$ cat src/rtl/exp5_fluxo_dados_pkg.sv
// Shared defaults and fixed pattern ROM contents for the exp5 datapath.
package exp5_fluxo_dados_pkg;

  localparam int unsigned ADDR_W_DEF = 4;
  localparam int unsigned DATA_W_DEF = 4;

  typedef logic [3:0] rom_word_t;

  // Pattern sequence the player must reproduce, one-hot per button.
  localparam rom_word_t ROM_INIT [16] = '{
    4'h1, 4'h2, 4'h4, 4'h8, 4'h4, 4'h2, 4'h1, 4'h1,
    4'h2, 4'h2, 4'h4, 4'h4, 4'h8, 4'h8, 4'h1, 4'h4
  };

  function automatic rom_word_t rom_read(input logic [3:0] addr);
    return ROM_INIT[addr];
  endfunction

endpackage

$ cat src/rtl/exp5_fluxo_dados_edge_detector.sv
// One-cycle pulse on the rising edge of a single-bit level.
module exp5_edge_detector (
  input  logic clock,
  input  logic reset_n,
  input  logic level,
  output logic pulse
);

  logic prev;

  // Remember last cycle's level so a held input pulses only once.
  always_ff @(posedge clock or negedge reset_n) begin
    if (!reset_n) prev <= 1'b0;
    else          prev <= level;
  end

  assign pulse = level & ~prev;

endmodule

$ cat src/rtl/exp5_fluxo_dados.sv
// Datapath for the exp5 memory game: address counter, pattern ROM,
// play register, comparator and button edge detection.
module exp5_fluxo_dados
  import exp5_fluxo_dados_pkg::*;
#(
  parameter int unsigned ADDR_W = ADDR_W_DEF,
  parameter int unsigned DATA_W = DATA_W_DEF
) (
  input  logic              clock,
  input  logic              reset_n,
  input  logic              zeraC,
  input  logic              contaC,
  input  logic              zeraR,
  input  logic              registraR,
  input  logic [DATA_W-1:0] botoes,
  output logic              fim,
  output logic              jogada,
  output logic              igual,
  output logic [ADDR_W-1:0] db_contagem,
  output logic [DATA_W-1:0] db_memoria,
  output logic [DATA_W-1:0] db_jogada,
  output logic              db_tem_jogada
);

  logic [ADDR_W-1:0] contagem;
  logic [DATA_W-1:0] registro;
  logic [DATA_W-1:0] memoria;
  logic              tem_jogada;

  // Address counter: clear has priority over count; natural wrap at the top.
  always_ff @(posedge clock or negedge reset_n) begin
    if (!reset_n)    contagem <= '0;
    else if (zeraC)  contagem <= '0;
    else if (contaC) contagem <= contagem + ADDR_W'(1);
  end

  // Play register: captures the raw button vector, multi-hot included.
  always_ff @(posedge clock or negedge reset_n) begin
    if (!reset_n)       registro <= '0;
    else if (zeraR)     registro <= '0;
    else if (registraR) registro <= botoes;
  end

  // Asynchronous-read pattern ROM.
  always_comb begin
    memoria = DATA_W'(rom_read(4'(contagem)));
  end

  assign tem_jogada = |botoes;

  exp5_edge_detector u_edge (
    .clock   (clock),
    .reset_n (reset_n),
    .level   (tem_jogada),
    .pulse   (jogada)
  );

  assign fim           = (contagem == '1);
  assign igual         = (registro == memoria);
  assign db_contagem   = contagem;
  assign db_memoria    = memoria;
  assign db_jogada     = registro;
  assign db_tem_jogada = tem_jogada;

endmodule

$ cat config.mk
export PLATFORM = sky130hd
export DESIGN_NAME = exp5_fluxo_dados
export DESIGN_NICKNAME = d
export VERILOG_FILES = /design/src/rtl/exp5_fluxo_dados_pkg.sv /design/src/rtl/exp5_fluxo_dados_edge_detector.sv /design/src/rtl/exp5_fluxo_dados.sv
export SDC_FILE = /design/constraint.sdc
export NUM_CORES = 1
export LEC_CHECK = 0
export ABC_AREA = 1
export BUFFER_PORTS_ARGS = -buffer_cell sky130_fd_sc_hd__buf_2
export CAP_MARGIN = 20
export CORE_MARGIN = 3
export CORE_UTILIZATION = 46
export DETAILED_ROUTE_END_ITERATION = 10
export GPL_ROUTABILITY_DRIVEN = 0
export PLACE_DENSITY = 0.83
export SLEW_MARGIN = 10
export SYNTH_ARGS = -nofsm -noshare
export SYNTH_HDL_FRONTEND = slang
export SYNTH_HIERARCHICAL = 1
export SYNTH_SLANG_ARGS = --single-unit
export TNS_END_PERCENT = 1
$ cat constraint.sdc
create_clock -name clock -period 1.81 [get_ports clock]
set_clock_uncertainty 0.1 [all_clocks]
set_input_delay 0.2715 -clock clock [delete_from_list [all_inputs] [get_ports clock]]
set_output_delay 0.2715 -clock clock [all_outputs]
set_load 0.05 [all_outputs]
Yosys cells after proc, flatten, opt, wreduce, memory -nomap -nowiden
Memories as Yosys holds them, arrays and structs flattened.
Index checks and enable logic that the tools add are counted.

storage, ports and cells
  bits in registers = 9
  bits in read-only memories = 64
  input bits = 10
  memories kept = 1

memories
  memory            depth  bits a word  read ports  clocked after Yosys merged registers in  write ports  RTL line                    source
  (name not given)  16     4            1           0                                        0            exp5_fluxo_dados_pkg.sv:16  return ROM_INIT[addr];

cells by class
  add/subtract/negate cells = 1
  magnitude comparators = 1
  equal/unequal tests = 2
  muxes and demuxes = 6
  bitwise operators = 3
  reductions and logical operators = 3

operators with widths
  cell                                                           number
  4-bit 2-to-1 mux                                               6
  5-bit >= comparator, second input constant                     1
  4-bit NOT with 5-bit output                                    1
  4-bit by 1-bit adder with 4-bit output, second input constant  1
  4-bit == test                                                  1
  4-bit == test, second input constant                           1
  2-bit nonzero test                                             2
  4-bit OR reduction                                             1
  1-bit AND                                                      1
  1-bit NOT                                                      1

Depth between registers and ports, before layout
  depth after elaboration = 5
  mapped depth = 9
  mapped depth without buffers = 9

Cells and area by module
The synthesis kept the hierarchy.

by module, submodules not included
  module              times used  cells each  area an instance (µm²)  sequential area each (µm²)
  exp5_fluxo_dados    1           85          611.8                   200.2
  exp5_edge_detector  1           3           35.0                    25.0

Least setup slack after synthesis
No wires, ideal clock.

  path kind = register to output
  from = register contagem[1], in the netlist db_contagem[1]
  to = output port igual
  data arrival time = 2.450 ns
  data required time = 1.439 ns
  setup slack = -1.012 ns
  cell stages (with the launch flop) = 10
  path buffers = 0
  path through = dfrtp_1 -> inv_1 -> ha_1 -> inv_1 -> nand2_1 -> nand3_1 -> nand2_1 -> nand2_1 -> nand3_1 -> nor2_1

on the way
  longest elaborated chain between the ends = 5

RTL lines
  element                                              RTL line                    source
  start: declaration                                   exp5_fluxo_dados.sv:25      logic [ADDR_W-1:0] contagem;
  start signal: assignment                             exp5_fluxo_dados.sv:34      else if (contaC) contagem <= contagem + ADDR_W'(1);
  4-bit NOT with 5-bit output (implied by the code)    exp5_fluxo_dados_pkg.sv:16
  memory 16 x 4 bit                                    n/a
  4-bit 2-to-1 mux (implied by the code) (2 in a row)  exp5_fluxo_dados_pkg.sv:16
  net db_memoria[2]                                    exp5_fluxo_dados.sv:20      output logic [DATA_W-1:0] db_memoria,
  4-bit == test                                        exp5_fluxo_dados.sv:59      assign igual = (registro == memoria);
  end: declaration                                     exp5_fluxo_dados.sv:18      output logic igual,

The timed path passes the listed nets, and every way through them passes these cells. The select of a mux whose other input is x is not followed.

Final worst setup path
  from = register contagem[1], in the netlist db_contagem[1]
  to = output port igual

on the way
  longest elaborated chain between the ends = 5

RTL lines
  element                                              RTL line
  4-bit NOT with 5-bit output (implied by the code)    exp5_fluxo_dados_pkg.sv:16
  memory 16 x 4 bit                                    n/a
  4-bit 2-to-1 mux (implied by the code) (2 in a row)  exp5_fluxo_dados_pkg.sv:16
  4-bit == test                                        exp5_fluxo_dados.sv:59

Every way passes these cells. The select of a mux whose other input is x is not followed.

==> results.toml <==
[die]
initial_core_util_pct = 53.2
die_area_sq_um = 1890
rows = 12
dieWidth_um = 43.5
io_pins = 26
die-height_um = 43.5
coreArea_sq_um = 1220

[timing]
fmax_ghz = 0.478
fin_crit_sh_pct = 115
fin_crit_ns = 2.09
maxSlewHeadroom_pct = 82.7
setup_violations = 2
tns_ns = -0.288
slew_viol_final = 0
hold_viol_final = 0
setup_ws_ns = -0.280
tightest_slew_ns = 0.261
rsz0062_at_grt = "true"

[worst_setup_path]
r2r-start = "db_contagem[1]"
cp_max_fo = 5
worstSetupPathType = "flip-flop to primary output"
crit_path_start = "db_contagem[1]"
critPathArrivalTime_ns = 1.72
startpoint_type = "flip-flop"
required_ns = 1.44
endpoint_kind = "primary output"

[finish]
finalInstanceArea_sq_um = 1080
final_util_pct = 88.8
drive_gt1_share_pct = 56.8
diodes = 0
layout_commonest_cell = "buf_2"
area_delta_synth_final_pct = 66.9
fillers = 65
final_cells = 139
nets = 141
layout_common_cells = "19 x buf_2, 13 x inv_1, 12 x nand2_1"

[global_routing]
grt_max_degree = 10
first_global_vias = 728
grt.overflow.total = 0
grt_antenna_before_repair = 0
track_usage_pct = 21.9
grt_pass1_wl_um = 3160

[worst_hold_path]
min-delay-path-class = "primary input to flip-flop"
hold_start = "zeraC"

[placed_design]
dp_cells = 133
port_buffers = 25
dpl_cell_area_sq_um = 953
dpl.hpwl_um = 1380
place_ws_ns = -0.0801

[outcome]
outcome = "complete, but fails checks"
violations = "setup timing"

[power_and_ir_drop]
power.density_nw_per_um2 = 643
p_leak_nw = 0.548
vdd_drop_max_v = 0.000576

[clock_network]
clk_path_buf_depth = 2
h-tree-depth = 1
clk_pin_slew_ns = 0.06
cts_sinks = 9
clock_latency_ns = 0.25
cts_tree = "yes"
cts_buffers = 3
ctsRootBufferMaster = "clkbuf_4"

[detailed_routing]
avgRoutedWirePerCell_um = 13.4
wl_met1_um = 816
dr_wl_met3_um = 64
routed_wl_um = 1870
drcViolationCount = 0
dr.pass1.iters = 4
num_vias = 714
wl_met2_um = 986
drt_iter0_drc = 3
via_per_inst = 5.14
top_layer = "met3"
ant_nets = 0

[synth]
yosysUniqueCellTypes = 19
yosysWarnings = 6
syn_avg_cell_area_sq_um = 7.35
synth-seq-area-share_pct = 34.8
syn_area_sq_um = 647
ys_seq_elements = 9
syn_nets = 103
syn_inst = 88

[flow_run]
drv_cap = 0
-- cell type report --
class,instances,area (sq um),share of cell area (%)
Timing Repair Buffer,35,248,22.9
Sequential cell,9,233,21.6
Tap cell,14,17.5,1.62
Multi-Input combinational cell,58,472,43.7
Clock buffer,4,26.3,2.43
Inverter,19,83.8,7.76
-- what timing repair did --
action / CTS / global route
hold buffers: 1 / 0
pin swaps: 7 / 1
endpoints found under the hold margin: 9 / 0
buffers inserted: 1 / 0
gates resized for setup: 16 / 8
endpoints found under the setup margin: 5 / 6
-- registers in the layout (all words and copies together), names as in the netlist --
signal / count
db_contagem: 4
db_jogada: 4
u_edge/prev: 1
-- through the flow --
stage               hold slack, ns  power [mW]
detailed placement          0.0348       0.499
global placement            0.0296       0.491
CTS                          0.101       0.687
floorplan                   -0.124       0.430
global route                 0.101       0.728
finish                       0.107       0.695
-- cells in the mapped netlist (all sizes together) --
library cell | number | area (sq um)
nand2 | 22 | 97.6
a21oi | 2 | 10.0
nor2 | 5 | 21.3
ha | 5 | 62.6
dfrtp | 9 | 225
o21ai | 2 | 10.0
inv | 19 | 73.8
or2 | 2 | 12.5
nand4 | 1 | 6.26
a211oi | 2 | 15.0
nor3 | 1 | 5.00
o22ai | 4 | 25.0
nand3 | 12 | 60.1
buf | 2 | 22.5
-- routing by layer --
| layer | track usage (%) | vias up |
|---|---|---|
| li1 | - | 359 |
| met1 | 27.1 | 337 |
| met2 | 38.9 | 18 |
| met3 | 4.15 | 0 |
| met4 | 5.42 | 0 |
| met5 | 0 | - |
-- power breakdown --
group | switching (mW) | internal, mW | total (mW)
sequential | 0.0192 | 0.214 | 0.233
combinational | 0.195 | 0.112 | 0.308
clock | 0.0690 | 0.0849 | 0.154
-- cells by family (layout without fill, tap and decap cells) --
logic type / count (synthesis) / after routing / synth area share (%)
buf+inv: 21 / 58 / 14.9
compound gates: 10 / 10 / 9.28
simple gates: 43 / 43 / 31.3
fa+ha+maj: 5 / 5 / 9.67
flops: 9 / 9 / 34.8
-- critical path: stages, from the launching register on --
cell     delay, ns
dfrtp_4       0.54
ha_4          0.20
ha_4          0.16
nand2_4       0.08
nand3_2       0.07
nand2_2       0.09
nand3_4       0.07
nor2_4        0.10
buf_6         0.16
-- final timing paths --
check / endpoint / slack [ns] / cells after the start
setup / recovery: igual / -0.28 / 8
setup reg to reg: db_contagem[2] / 0.47 / 3
hold reg to reg: db_jogada[1] / 0.51 / 2
hold / removal: db_contagem[2] / 0.11 / 2
max in group asynchronous: db_contagem[1] / 1.10 / 2
min in group asynchronous: db_contagem[1] / 0.31 / 2
(Power assumes the default switching activity.)
